## src/rtl/mediana_rank_if.sv

```systemverilog
// rtl/mediana_rank_if.sv - load/result bundle between a sort requester and mediana_rank
interface mediana_rank_if #(
    parameter int WIDTH = 8,
    parameter int N     = 9,
    parameter int RW    = $clog2(N)
);
    logic                 start;
    logic [N*WIDTH-1:0]   entrada;
    logic [RW-1:0]        rank;
    logic                 modo_signed;
    logic                 busy;
    logic                 flag;
    logic [WIDTH-1:0]     saida;
    logic [N*WIDTH-1:0]   ordenada;
    logic [RW:0]          ciclos;

    modport master (
        output start, entrada, rank, modo_signed,
        input  busy, flag, saida, ordenada, ciclos
    );

    modport slave (
        input  start, entrada, rank, modo_signed,
        output busy, flag, saida, ordenada, ciclos
    );
endinterface

```

## src/rtl/mediana_rank.sv

```systemverilog
// rtl/mediana_rank.sv - odd-even transposition sorter with rank select and early exit
module mediana_rank #(
    parameter int WIDTH = 8,
    parameter int N     = 9,
    parameter int RW    = $clog2(N)
) (
    input  logic          clk,
    input  logic          reset,
    mediana_rank_if.slave bus
);
    typedef enum logic [1:0] {S_IDLE, S_SORT, S_DONE} state_t;

    state_t             r_state;
    state_t             w_state_next;
    logic [WIDTH-1:0]   r_data [N];
    logic [WIDTH-1:0]   w_next [N];
    logic [RW-1:0]      r_phase;
    logic [RW-1:0]      r_rank;
    logic [RW-1:0]      w_rank_clamped;
    logic               r_signed;
    logic               r_prev_swap;
    logic               w_swap;
    logic               w_exit;
    logic               w_load;
    logic [RW:0]        r_ciclos;
    logic [WIDTH-1:0]   r_saida;
    logic [N*WIDTH-1:0] r_ordenada;
    logic [N*WIDTH-1:0] w_next_flat;

    function automatic logic f_greater(input logic [WIDTH-1:0] a,
                                       input logic [WIDTH-1:0] b,
                                       input logic             sgn);
        if (sgn) return $signed(a) > $signed(b);
        else     return a > b;
    endfunction

    // A start is only honoured when no sort is in flight
    assign w_load = bus.start && (r_state != S_SORT);

    // Out-of-range ranks select the largest element
    assign w_rank_clamped = (int'(bus.rank) >= N) ? RW'(N - 1) : bus.rank;

    // One compare-exchange phase: even phases pair (0,1),(2,3)..., odd phases (1,2),(3,4)...
    always_comb begin
        w_swap = 1'b0;
        for (int i = 0; i < N; i++) begin
            w_next[i] = r_data[i];
        end
        for (int i = 0; i < N - 1; i++) begin
            if ((i % 2) == int'(r_phase[0])) begin
                if (f_greater(r_data[i], r_data[i+1], r_signed)) begin
                    w_next[i]   = r_data[i+1];
                    w_next[i+1] = r_data[i];
                    w_swap      = 1'b1;
                end
            end
        end
    end

    // Two quiet phases in a row (one of each parity) prove the vector is sorted
    assign w_exit = (r_phase == RW'(N - 1)) ||
                    ((r_phase != '0) && !w_swap && !r_prev_swap);

    // Flatten the post-phase vector, index 0 in the low bits
    always_comb begin
        w_next_flat = '0;
        for (int i = 0; i < N; i++) begin
            w_next_flat[i*WIDTH +: WIDTH] = w_next[i];
        end
    end

    // State register
    always_ff @(posedge clk) begin
        if (reset) r_state <= S_IDLE;
        else       r_state <= w_state_next;
    end

    // Next-state logic
    always_comb begin
        w_state_next = r_state;
        case (r_state)
            S_IDLE:  if (bus.start) w_state_next = S_SORT;
            S_SORT:  if (w_exit)    w_state_next = S_DONE;
            S_DONE:  if (bus.start) w_state_next = S_SORT;
            default: w_state_next = S_IDLE;
        endcase
    end

    // State-decoded status outputs
    always_comb begin
        bus.busy = (r_state == S_SORT);
        bus.flag = (r_state == S_DONE);
    end

    // Datapath: capture on load, one phase per SORT cycle, publish results on exit
    always_ff @(posedge clk) begin
        if (reset) begin
            for (int i = 0; i < N; i++) r_data[i] <= '0;
            r_phase     <= '0;
            r_rank      <= '0;
            r_signed    <= 1'b0;
            r_prev_swap <= 1'b0;
            r_ciclos    <= '0;
            r_saida     <= '0;
            r_ordenada  <= '0;
        end else if (w_load) begin
            for (int i = 0; i < N; i++) r_data[i] <= bus.entrada[i*WIDTH +: WIDTH];
            r_phase     <= '0;
            r_rank      <= w_rank_clamped;
            r_signed    <= bus.modo_signed;
            r_prev_swap <= 1'b0;
            r_ciclos    <= '0;
        end else if (r_state == S_SORT) begin
            for (int i = 0; i < N; i++) r_data[i] <= w_next[i];
            r_phase     <= r_phase + 1'b1;
            r_prev_swap <= w_swap;
            r_ciclos    <= r_ciclos + 1'b1;
            if (w_exit) begin
                r_saida    <= w_next[r_rank];
                r_ordenada <= w_next_flat;
            end
        end
    end

    assign bus.saida    = r_saida;
    assign bus.ordenada = r_ordenada;
    assign bus.ciclos   = r_ciclos;
endmodule
```

## src/flat_wrapper.sv

```systemverilog
// flat-port wrapper written by rule: the top's interface ports become plain ports
module mediana_rank_flat 
#(
    parameter int WIDTH = 8,
    parameter int N     = 9,
    parameter int RW    = $clog2(N)
)
  (clk, reset, bus_start, bus_entrada, bus_rank, bus_modo_signed, bus_busy, bus_flag, bus_saida, bus_ordenada, bus_ciclos);
  mediana_rank_if #(.WIDTH(WIDTH), .N(N), .RW(RW)) bus_i ();
  input  logic clk;
  input  logic reset;
  input wire logic [$bits(bus_i.start)-1:0] bus_start;
  input wire logic [$bits(bus_i.entrada)-1:0] bus_entrada;
  input wire logic [$bits(bus_i.rank)-1:0] bus_rank;
  input wire logic [$bits(bus_i.modo_signed)-1:0] bus_modo_signed;
  output wire logic [$bits(bus_i.busy)-1:0] bus_busy;
  output wire logic [$bits(bus_i.flag)-1:0] bus_flag;
  output wire logic [$bits(bus_i.saida)-1:0] bus_saida;
  output wire logic [$bits(bus_i.ordenada)-1:0] bus_ordenada;
  output wire logic [$bits(bus_i.ciclos)-1:0] bus_ciclos;
  assign bus_i.start = bus_start;
  assign bus_i.entrada = bus_entrada;
  assign bus_i.rank = bus_rank;
  assign bus_i.modo_signed = bus_modo_signed;
  assign bus_busy = bus_i.busy;
  assign bus_flag = bus_i.flag;
  assign bus_saida = bus_i.saida;
  assign bus_ordenada = bus_i.ordenada;
  assign bus_ciclos = bus_i.ciclos;
  mediana_rank #(.WIDTH(WIDTH), .N(N), .RW(RW)) u_core (.clk(clk), .reset(reset), .bus(bus_i));
endmodule
```

## config.mk

```make
export PLATFORM = sky130hd
export DESIGN_NAME = mediana_rank_flat
export DESIGN_NICKNAME = d
export VERILOG_FILES = /design/src/rtl/mediana_rank_if.sv /design/src/rtl/mediana_rank.sv /design/src/flat_wrapper.sv
export SDC_FILE = /design/constraint.sdc
export NUM_CORES = 1
export LEC_CHECK = 0
export CAP_MARGIN = 20
export CORE_MARGIN = 2
export CORE_UTILIZATION = 40
export CTS_BUF_LIST = sky130_fd_sc_hd__clkbuf_4
export CTS_CLUSTER_SIZE = 24
export DETAILED_ROUTE_END_ITERATION = 7
export PLACE_DENSITY_LB_ADDON = 0.12
export SKIP_CTS_REPAIR_TIMING = 1
export SLEW_MARGIN = 20
export SYNTH_ARGS = -nofsm -noshare
export SYNTH_HDL_FRONTEND = slang
export SYNTH_SLANG_ARGS = --single-unit
```

## constraint.sdc

```tcl
create_clock -name clk -period 6.2 [get_ports clk]
set_input_delay 1.24 -clock clk [delete_from_list [all_inputs] [get_ports clk]]
set_output_delay 1.24 -clock clk [all_outputs]
set_load 0.005 [all_outputs]
```

==> flow_summary_export.csv <==
group,metric,value,unit
cells_and_area,drive_gt1_share,5.16,%
synth,synthMuxAreaShare,5.15,%
sta,worst_slack,1740,ps
sta,worst_pin_slew,937,ps
synth,synthesis.nets,1325,
global_route,grt_util_met1,35.9,%
synth,ys.flop_type,"dfxtp_1",
synth,synth_edf_count,72,
route,routed_via_density,5.58,
sta,finalSetupViolations,0,
power,p_per_area,274,nW/um^2
floorplanning,dieHeight,163,microns
cts,cts_max_level,4,
floorplanning,dieArea,26500,sq um
sta,finalSetupTns,0,ps
cts,numClockSinks,169,
cts,clk_latency,600,ps
synth,ys_async_sr_fraction,0,%
cts,clk_path_buf_depth,2,
setup_path,reg2regPathDepth,12,
cells_and_area,nNetsFinal,1453,
sta,fmax,224,MHz
min_path,hold_end,"u_core.bus.ordenada[19]",
sta,holdWs,461,ps
sta,finalHoldViolCount,0,
setup_path,cp-end-kind,"flip-flop",
global_route,grt_overflow_total,0,
cells_and_area,layout_commonest_cell,"nand2_1",
setup_path,reg2reg_slack,1740,ps
setup_path,path_class,"flip-flop to flip-flop",
setup_path,reg2reg_to,"u_core.bus.saida[4]",
synth,synth_warnings,0,
global_route,gr-max-usage-layer,"met2",
route,wirelength,34000,microns
floorplanning,io_pins,167,
cts,cts_inserted_buffers,17,
synth,ys_seq_area_share,40.6,%
setup_path,arrival,4950,ps
sta,drv_slew,0,
global_route,grtUsageMet3,3.85,%
sta,skew,28.5,ps
route,drt_pass1_iterations,6,
global_route,grt_max_degree,81,
setup_path,regToRegStartpoint,"u_core.r_data[0][31]",
global_route,grt_pass1_wl,51800,microns
synth,ys_ff_latch,169,
synth,synth_top_family_by_area,"compound AO/OA/AOI/OAI gates",
cells_and_area,final_cell_mix,"nand2_1, clkdlybuf4s50_1, a21oi_1, nor2_1, dfxtp_1",
floorplanning,initial_core_util,40.5,%
synth,synth.cell_area,10100,sq um
global_route,grt_usage,25.8,%
placement,preCtsSetupSlack,1800,ps
global_route,antenna_found_initial,1,
placement,dp.cells,1617,
sta,timing.final.crit_share,72.0,%
power,peakVddDrop,0.000155,V
synth,synthAdderAreaFrac,8.30,%
synth,synthXorXnorAreaFrac,0.694,%
route,antenna_left,0,
run,maxCapViolCount,0,
route,vias,9205,
cts,clkTransAtPathRegs,170,ps
synth,netlist.area_leader.share,21.4,%
setup_path,crit_fanout,54,
global_route,grt_pass1_vias,8805,
cells_and_area,syn2layout_area_growth,22.1,%
outcome,status,"finished clean",
route,drtIter0Drc,790,
synth,yosys-top-cells-area,"edfxtp_1, dfxtp_1, ha_1",
cells_and_area,finalNonFillerCells,1651,
placement,gp_congestion,0.922,
sta,max-slew-margin-rel,37.0,%
sta,rsz0062_at_grt,"no",
placement,hpwl,25300,microns
cts,cts_tree,"yes",
global_route,gr-usage-met2,41.7,%
floorplanning,core_area,25000,sq um
floorplanning,dieWidth,163,microns
sta,min_period,4460,ps
route,wl_per_cell,20.6,microns
min_path,min_path_type,"flip-flop to flip-flop",
min_path,whs_path_depth,2,
min_path,hold_start,"u_core.bus.ordenada[19]",
placement,port_buffers,166,
synth,yosysTopAreaCell,"edfxtp_1",
cts,clockRootBuffer,"clkbuf_4",
floorplanning,row_count,58,
synth,synth_simple_gate_area_share,16.5,%
route,drc,0,
synth,synthDistinctLibCells,62,
synth,netlist_instances,1178,
power,cellLeakagePower,4.83,nW
setup_path,crit_required,6690,ps
synth,syn_avg_cell_area,8.57,sq um
synth,synth_compound_area_share,22.6,%
setup_path,startpoint_type,"flip-flop",
## state kept, by name, summed over array words and instances (netlist names)
signal / flops
u_core.r_state: 2
u_core.r_data: 72
u_core.r_rank: 4
u_core.bus.ordenada: 72
u_core.r_phase: 4
u_core.bus.saida: 8
u_core.bus.ciclos: 5
u_core.r_prev_swap: 1
u_core.r_signed: 1
## synth_stat cells, types with 4 or more instances
cell	n
a211oi_1	28
a21o_1	8
a21oi_1	136
a221oi_1	7
a22o_1	60
a22oi_1	4
a31oi_1	8
and2_1	5
and4_1	4
buf_1	4
buf_2	18
clkbuf_1	48
dfxtp_1	97
edfxtp_1	72
ha_1	67
inv_1	81
mux2i_1	52
nand2_1	175
nand2b_1	10
nand3_1	11
nand3b_1	5
nand4_1	12
nor2_1	110
nor2b_1	10
nor3_1	16
nor4_1	4
o211ai_1	8
o21ai_0	44
o221a_2	4
o22ai_1	6
o31ai_1	6
or2_2	4
or3_1	4
xor2_1	6
## critical path: stages, from the launching register on
cell and delay (ps):
edfxtp_1 510, inv_1 70, ha_1 310, and4_4 220
a21o_1 170, o31ai_1 650, or2_1 740, and4_1 350
nand4b_1 240, a21oi_4 210, buf_4 460, o21ai_0 170
o221a_2 250
## power breakdown
part           switching, mW  internal [mW]  total (mW)
Clock                  0.486          0.225       0.711
Sequential             0.128           1.26        1.39
Combinational          0.823          0.459        1.28
Total                   1.44           1.94        3.38
## cell type report
| cell class | instances | area (sq um) |
|---|---|---|
| clock inverter | 15 | 178 |
| tap | 330 | 413 |
| inverter | 82 | 308 |
| multi-input combinational | 855 | 5430 |
| timing repair buffer | 181 | 1770 |
| fill | 2472 | 12600 |
| clock buffer | 17 | 128 |
| antenna | 2 | 5.00 |
| sequential | 169 | 4100 |
## worst max-delay path by stage
stage	from	end	slack, ps
floorplan	reset	u_core.r_data[0][0]	2520
global placement	u_core.r_data[0][31]	u_core.bus.saida[4]	1890
detailed placement	u_core.r_data[0][31]	u_core.bus.saida[5]	1800
CTS	u_core.r_data[0][31]	u_core.bus.saida[4]	1770
global route	u_core.r_data[0][31]	u_core.bus.saida[2]	1420
finish	u_core.r_data[0][31]	u_core.bus.saida[4]	1740
## per-layer routing
metal | vias to the layer above | wire (microns)
met5 | - | 0
met4 | 0 | 794
met3 | 45 | 1810
met2 | 301 | 15700
met1 | 4371 | 15600
li1 | 4488 | -
## kinds of logic after synthesis
group / count (synthesis)
adders and majority gates: 67
and+or+nand+nor: 380
DFF: 169
xor gates and xnor gates: 8
buffers and inverters: 154
AOI/OAI and AO/OA: 348
muxes: 52
## metrics by stage
step	power (mW)	util, %	instance area [sq um]
floorplan	2.21	-	10100
global placement	2.68	48.2	12000
detailed placement	2.68	48.2	12000
CTS	3.39	49.4	12300
global route	3.57	49.4	12300
finish	3.38	49.4	12300
No activity file was read; power rests on OpenSTA's default activity.
